### src/rtl/bnn_acc_pkg.sv
// Shared types and helpers for the binary-convolution accumulation path.
//   term_of : popcount of a 64-bit XNOR word plus its bit-plane index,
//             converted to a signed +/-1 dot-product term (2*pop - 64) << plane.
//   sat_add : signed add with clamp to a w-bit two's-complement range,
//             returning the overflow flag next to the clamped sum.
package bnn_acc_pkg;

  localparam int POP_W       = 7;
  localparam int WORD_BITS   = 64;
  // term_of takes the plane index at this width, so PLANE_W up to 4 is supported
  localparam int PLANE_MAX_W = 4;

  typedef enum logic {
    ST_EMPTY = 1'b0,
    ST_FULL  = 1'b1
  } state_t;

  typedef struct packed {
    logic               ovf;
    logic signed [63:0] sum;
  } sat_t;

  function automatic logic signed [31:0] term_of(input logic [POP_W-1:0]       pop,
                                                 input logic [PLANE_MAX_W-1:0] plane);
    logic signed [31:0] d;
    d = $signed({{(32-POP_W){1'b0}}, pop});
    // matches minus mismatches over the word: pop - (64 - pop)
    d = (d <<< 1) - WORD_BITS;
    return d <<< plane;
  endfunction

  // Operands are carried at 64 bits so the raw sum is exact; w is the target width.
  function automatic sat_t sat_add(input logic signed [63:0] a,
                                   input logic signed [63:0] b,
                                   input int unsigned        w);
    logic signed [63:0] s;
    logic signed [63:0] mx;
    logic signed [63:0] mn;
    sat_t               r;
    s     = a + b;
    mx    = (64'sd1 <<< (w - 1)) - 64'sd1;
    mn    = -mx - 64'sd1;
    r.ovf = 1'b0;
    r.sum = s;
    if (s > mx) begin
      r.sum = mx;
      r.ovf = 1'b1;
    end else if (s < mn) begin
      r.sum = mn;
      r.ovf = 1'b1;
    end
    return r;
  endfunction

endpackage

### src/rtl/popcount_term.sv
// Combinational popcount -> signed dot-product term, weighted by bit-plane.
// Ports:
//   i_pop   : popcount 0..64 of one XNOR word (values above 64 pass unchecked)
//   i_plane : bit-plane index, used as left-shift amount
//   o_term  : signed term (2*i_pop - 64) <<< i_plane
// Kept separate so a multi-lane adder tree can instantiate one per lane.
module popcount_term
  import bnn_acc_pkg::*;
#(
  parameter int PLANE_W = 2,
  parameter int TERM_W  = POP_W + 2 + (2**PLANE_W) - 1
) (
  input  logic [POP_W-1:0]          i_pop,
  input  logic [PLANE_W-1:0]        i_plane,
  output logic signed [TERM_W-1:0]  o_term
);

  assign o_term = TERM_W'(term_of(i_pop, PLANE_MAX_W'(i_plane)));

endmodule

### src/rtl/popcount_accumulator.sv
// Packet accumulator downstream of popcount64.
// Each accepted beat contributes a signed, plane-weighted term; the running sum
// saturates at ACC_W bits and one result per packet (ended by in_last) is
// presented on a single-entry valid/ready output register.
// Ports:
//   clk, rst            : clock, synchronous active-high reset
//   in_valid/in_ready   : input handshake (in_ready = !out_valid || out_ready)
//   in_pop, in_plane    : popcount and bit-plane index of the beat
//   in_last             : final beat of the packet
//   out_valid/out_ready : output handshake
//   out_sum             : saturated signed packet sum
//   out_ovf             : saturation happened somewhere in the packet
module popcount_accumulator
  import bnn_acc_pkg::*;
#(
  parameter int ACC_W   = 24,
  parameter int PLANE_W = 2
) (
  input  logic                     clk,
  input  logic                     rst,
  input  logic                     in_valid,
  output logic                     in_ready,
  input  logic [POP_W-1:0]         in_pop,
  input  logic [PLANE_W-1:0]       in_plane,
  input  logic                     in_last,
  output logic                     out_valid,
  input  logic                     out_ready,
  output logic signed [ACC_W-1:0]  out_sum,
  output logic                     out_ovf
);

  localparam int TERM_W = POP_W + 2 + (2**PLANE_W) - 1;

  state_t                    r_state;
  logic signed [ACC_W-1:0]   r_acc;
  logic                      r_ovf_sticky;
  logic signed [ACC_W-1:0]   r_out_sum;
  logic                      r_out_ovf;

  logic signed [TERM_W-1:0]  w_term;
  sat_t                      w_res;
  logic signed [ACC_W-1:0]   w_sum;
  logic                      w_ovf;
  logic                      w_accept;
  logic                      w_accept_last;

  popcount_term #(
    .PLANE_W (PLANE_W),
    .TERM_W  (TERM_W)
  ) u_term (
    .i_pop   (in_pop),
    .i_plane (in_plane),
    .o_term  (w_term)
  );

  assign out_valid     = (r_state == ST_FULL);
  assign out_sum       = r_out_sum;
  assign out_ovf       = r_out_ovf;
  // Consumer readiness passes straight through so a full register can be
  // drained and refilled in the same cycle.
  assign in_ready      = !out_valid || out_ready;
  assign w_accept      = in_valid && in_ready;
  assign w_accept_last = w_accept && in_last;

  always_comb begin
    w_res = sat_add(64'(r_acc), 64'(w_term), ACC_W);
    w_sum = ACC_W'(w_res.sum);
    w_ovf = w_res.ovf;
  end

  always_ff @(posedge clk) begin
    if (rst) begin
      r_state      <= ST_EMPTY;
      r_acc        <= '0;
      r_ovf_sticky <= 1'b0;
      r_out_sum    <= '0;
      r_out_ovf    <= 1'b0;
    end else begin
      // Accumulator: a saturated value is kept and accumulation continues from it.
      if (w_accept) begin
        if (in_last) begin
          r_out_sum    <= w_sum;
          r_out_ovf    <= r_ovf_sticky | w_ovf;
          r_acc        <= '0;
          r_ovf_sticky <= 1'b0;
        end else begin
          r_acc        <= w_sum;
          r_ovf_sticky <= r_ovf_sticky | w_ovf;
        end
      end

      case (r_state)
        ST_EMPTY: begin
          if (w_accept_last) r_state <= ST_FULL;
        end
        ST_FULL: begin
          // A new result landing in the drain cycle keeps the register full.
          if (out_ready && !w_accept_last) r_state <= ST_EMPTY;
        end
        default: r_state <= ST_EMPTY;
      endcase
    end
  end

endmodule

### config.mk
export PLATFORM = sky130hd
export DESIGN_NAME = popcount_accumulator
export DESIGN_NICKNAME = d
export VERILOG_FILES = /design/src/rtl/bnn_acc_pkg.sv /design/src/rtl/popcount_term.sv /design/src/rtl/popcount_accumulator.sv
export SDC_FILE = /design/constraint.sdc
export NUM_CORES = 1
export LEC_CHECK = 0
export CORE_UTILIZATION = 45
export DETAILED_ROUTE_END_ITERATION = 10
export GPL_TIMING_DRIVEN = 0
export PLACE_DENSITY_LB_ADDON = 0.25
export SYNTH_ARGS = -nofsm -noshare
export SYNTH_HDL_FRONTEND = slang
export SYNTH_SLANG_ARGS = --single-unit
### constraint.sdc
create_clock -name clk -period 4.5 [get_ports clk]
set_input_delay 0.9 -clock clk [delete_from_list [all_inputs] [get_ports clk]]
set_output_delay 0.9 -clock clk [all_outputs]
set_load 0.005 [all_outputs]
* After elaboration in Yosys (flattened, before gate mapping) *
Cells that the tools add are included.

word-level totals
  register bits = 51
  input port bits = 14

operators by class
  $lt $le $gt $ge = 2
  reductions and logical operators = 7
  $add $sub $neg = 2
  muxes and demuxes = 7
  shifts and indexed selects = 1
  bitwise operators = 2

operator list
  kind                                                             count
  2-to-1 mux 65 bit                                                2
  adder 24 x 12 -> 25 bit                                          1
  greater-than comparator 25 x 24 -> 1 bit, second input constant  1
  < comparator 25 x 24 -> 1 bit, second input constant             1
  2-to-1 mux 24 bit                                                1
  <<< shifter 9 x 2 -> 12 bit                                      1
  subtractor 8 x 7 -> 9 bit, second input constant                 1
  logical AND 1 bit                                                3
  2-to-1 mux 1 bit                                                 3
  zero test 1 bit                                                  2
  one-hot mux 1 bit (2 select lines)                               1
  AND reduction 2 bit                                              1
  logical OR 1 bit                                                 1
  NOT 1 bit                                                        1
  OR 1 bit                                                         1

* Depth between registers and ports, before layout *
Gate-level depths: netlist of run 1.

  word-level depth = 8
  depth in mapped cells = 15
  gate-level depth less buffers = 14

* Modules after synthesis *
A second synthesis of run 1 with hierarchy kept.

second synthesis, totals
  cell total of the unflattened synthesis = 406
  area total of the unflattened synthesis = 3508.4 um^2

modules (own cells, without submodules)
  module                times used  cells an instance  area each (um^2)
  popcount_accumulator  1           381                3255.6
  popcount_term         1           25                 252.7

* Worst setup path after synthesis of run 1 *
No wires, ideal clock.

  kind = in2reg
  start = input in_pop[5]
  end = register r_acc[1]
  data required time = 4378 ps
  data arrival time = 3934 ps
  stages on the path = 14
  path buffers = 1
  path slack = 444 ps
  cells stage by stage = inv_1 > ha_1 > a21oi_1 > a31oi_1 > ha_1 > a21o_1 > a22o_1 > and2_4 > a2111oi_4 > o21ai_2 > mux2_4 > and2_4 > buf_6 > a221o_1

between the ends
  longest elaborated chain between the ends = 7

ends and longest elaborated chain
  what                             RTL line                    RTL
  from (decl)                      popcount_accumulator.sv:23  input logic [POP_W-1:0] in_pop,
  subtractor 8 x 7 -> 9 bit (*)    bnn_acc_pkg.sv:28           d = (d <<< 1) - WORD_BITS;
  <<< shifter 9 x 2 -> 12 bit (*)  bnn_acc_pkg.sv:29           return d <<< plane;
  adder 24 x 12 -> 25 bit (*)      bnn_acc_pkg.sv:40           s = a + b;
  < comparator 25 x 24 -> 1 bit    bnn_acc_pkg.sv:48           end else if (s < mn) begin
  2-to-1 mux 65 bit                bnn_acc_pkg.sv:48
  2-to-1 mux 65 bit (*)            bnn_acc_pkg.sv:45           if (s > mx) begin
  2-to-1 mux 24 bit (*)            popcount_accumulator.sv:81  if (in_last) begin
  to (signal assigned)             popcount_accumulator.sv:87  r_acc <= w_sum;
  to (decl)                        popcount_accumulator.sv:35  logic signed [ACC_W-1:0] r_acc;

Mark *: on every way between the ends. The rest lies on a longest branch, timed or not.
A chain may end at the register's enable or synchronous reset.

* Final worst setup path of run 1 *
Same ends and word-level chain as after synthesis.

==> results of run 1 <==
[path summary, 6_finish.rpt]
check | depth (start not counted) | endpoint | slack [ns]
setup / recovery | 15 | r_acc[1] | 0.12
hold / removal | 2 | r_acc[13] | 0.47
setup reg to reg | 12 | r_acc[1] | 1.27
hold reg to reg | 2 | r_acc[13] | 0.47
[placed cells by master, fill, tap and decap left out, types with 3 or more instances in the layout]
cell type	instances
xor2_1	8
a21oi_1	26
o21ai_0	29
a31oi_1	6
and2_1	6
nor2b_1	5
mux2i_1	5
buf_6	3
a21oi_2	4
nor2_1	35
clkbuf_1	9
a211oi_1	18
inv_1	14
nand2_1	39
or3_1	3
ha_1	23
o21a_1	4
a221o_1	17
a211o_1	8
buf_4	5
nor3_1	5
xnor2_1	10
dfxtp_1	51
and3_1	3
clkbuf_8	6
clkdlybuf4s50_1	39
nand2b_1	8
a21o_1	7
[tightest hold or removal path, delay by kind of cell, from the launching register on]
kind | cells | cell delay (ns)
simple gates | 1 | 0.05
compound gates | 1 | 0.05
flops | 1 | 0.34
[layout make-up]
cell class              instances  area (sq um)
multi-input cells             313          2220
repair buffers                 44           433
fillers                       641          2920
clock inverters                 1          8.76
plain buffers                  15          87.6
well taps                      96           120
flip-flops and latches         51          1020
clock buffers                   7          86.3
inverters                      14          52.6
[flip-flops by register name, indices dropped and copies added (netlist names)]
signal        cells
r_acc            24
out_ovf           1
out_sum          24
r_ovf_sticky      1
out_valid         1
[per-layer routing]
| layer | wire, microns | up-vias | global-route usage (%) | share of wire (%) |
|---|---|---|---|---|
| met3 | 302 | 11 | 3.58 | 3.5 |
| met5 | 0 | - | 0 | 0 |
| li1 | - | 1569 | - | - |
| met4 | 140 | 0 | 7.45 | 1.6 |
| met2 | 4030 | 75 | 39.0 | 46 |
| met1 | 4190 | 1466 | 32.0 | 48 |
[per-stage QoR]
step | cells | worst slack [ns] | util [%]
after floorplan | 395 | 0.444 | -
final | 541 | 0.122 | 58.0
after detailed placement | 531 | -0.636 | 55.3
after global routing | 541 | 0.00230 | 58.0
after global placement | 531 | -0.605 | 55.3
after CTS | 541 | 0.0129 | 57.2
[logic make-up after synthesis]
| group | after synthesis | share of synthesized area [%] |
|---|---|---|
| compound gates | 144 | 30.9 |
| simple gates | 114 | 15.9 |
| flops | 51 | 30.8 |
| buf+inv | 31 | 4.04 |
| fa+ha+maj | 28 | 10.6 |
| xor+xnor | 18 | 4.75 |
| mux | 9 | 2.94 |
[repair_timing]
item | CTS | global route
buffers inserted | 2 | 2
resized for setup | 6 | 13
endpoints found under the hold margin | 0 | 0
pin swaps | 2 | 3
setup endpoints to repair | 44 | 42
[where the power goes]
group / switching (uW) / leakage [uW] / total [uW] / internal [uW]
clock: 160 / 0.0000484 / 287 / 126
combinational: 158 / 0.00122 / 292 / 134
sequential: 14.8 / 0.000416 / 492 / 477
==> impl_results.md, run 1 <==
- Total grt overflow: 0
- Syn_nets: approximately 440
- Cell Area, Placed: approximately 3800 sq um
- Initial antenna violation count: 0
- Clock skew: roughly 0.0092 ns
- Hold Vio Cnt, Final: 0
- Routed WL per cell: 16.0 microns
- Vias/cell: 5.77
- Initial DRC count: approximately 120
- Largest area contributor in the netlist: dfxtp_1
- Yosys reg bits: approximately 50
- Top post-synthesis cells by area: dfxtp_1 31%, ha_1 9.4%, a221o_1 5.1%
- Vias in the first global route: about 2,900
- PD cells: about 270 nW/um^2
- Final period utilization: slightly below 100%
- Die Y: a little under 90 microns
- Delay-heaviest family, CP: compound AO/OA/AOI/OAI gates
- Startpoint Class: primary input
- Setup crit start: in_pop[5]
- Cell area after synthesis: ~3300 sq um
- Clk root buf: clkbuf_8
- Total Nets Final: approximately 480
- I/O pin count: 41
- Clk_lat worst skew: ~0.32 ns
- Hold_ws: about 0.47 ns
- Crit path max-delay cell type: clkdlybuf4s50_1
- Die area: 7720 sq um
- YS warnings: 0
- Htree depth: 2
- First-pass GRT wire length: between 10,000 and 15,000 microns
- Synth unique cells: 57
- HP Class: reg -> reg
- Status: finished, final reports clean
- Max incr delay on CP: 0.49 ns
- Final wirelength: about 8700 microns
- CP Class: in -> reg
- Max_slew headroom: slightly below 60%
- ANT nets after route: 0
- Total CTS buffers: 5
- Post-synthesis sequential area ratio: between 30% and 40%
- Final TNS setup: 0 ns
- Gpl congestion: between 0.8 and 0.9
- Worst VDD drop: 0.000127 V
- Layout cells sized above 1: under 10%
- Leak Pwr: around 0.0017 uW
- Worst Hold Launch: r_acc[13]
- Commonest cells post-synth: 51 x dfxtp_1, 39 x nand2_1, 35 x nor2_1
- Fmax: around 0.23 GHz
- CP endpoint kind: register
- Slew Limit Fails: 0
- Avg Cell Area, Syn: 8.40 sq um
- Core box area: 6940 sq um
- Buffers on Ports: 40
- Total power: between 1000 and 1500 uW
- Worst r2r src: r_acc[1]
- Detail Placement HPWL: about 6500 microns
- Gr usage total: a little under a quarter
- CP arrival: between 4 and 5 ns
- EDFF count, synth: 0
- Worst Path Required: ~4.7 ns
- CTS Hold Bufs: 0
- Crit path buf inv count: 3
- Clock-pin slew on the worst setup and hold paths: ~0.09 ns
- Final instance area: 4030 sq um
- Ys flop type: dfxtp_1
- Setup Viol. Count Final: 0
- Clock sinks: between 50 and 60
- Via count: between 3,000 and 4,000
- Synth-to-Final Area Change: 21.4%
- Die Width: about 88 microns
- Clk buf depth: 2
- Core Rows: 30
- Top-count cell post-synth: dfxtp_1
- Async S/R FF share, synth: 0%
- ANT cells: 0
- CTS tree: yes
- RSZ-0062 raised after global routing: no
- Total of max-cap violations: 0
- Most frequent cell on the critical path: and2_4
- Pre-antenna DRT Iters: 4
- Drt drc: 0
- Synth Instances: roughly 400
- Largest net degree at the start of global routing: 17
- CP cell instances: clkdlybuf4s50_1, inv_1, ha_4, mux2i_1, mux2_2, ha_1, a21o_1, a22o_1, and2_4, a2111oi_4, o21ai_4, mux2_4, and2_4, buf_6, a221o_1
- Area fraction of the dominant cell type after synthesis: 30.8%
- Tightest Pin Transition: 0.610 ns
- Starting Density: between 40% and 50%
- CP max FO: 8
- Final min period: about 4.4 ns
No activity file was read; power rests on OpenSTA's default activity.
==> inputs of run 2 (changes only) <==
--- a/config.mk
+++ b/config.mk
@@ -5,6 +5,7 @@
 export SDC_FILE = /design/constraint.sdc
 export NUM_CORES = 1
 export LEC_CHECK = 0
+export CAP_MARGIN = 20
 export CORE_UTILIZATION = 45
 export DETAILED_ROUTE_END_ITERATION = 10
 export GPL_TIMING_DRIVEN = 0
==> results of run 2 <==
Final layout, timing and power as in run 1 (identical DEF).
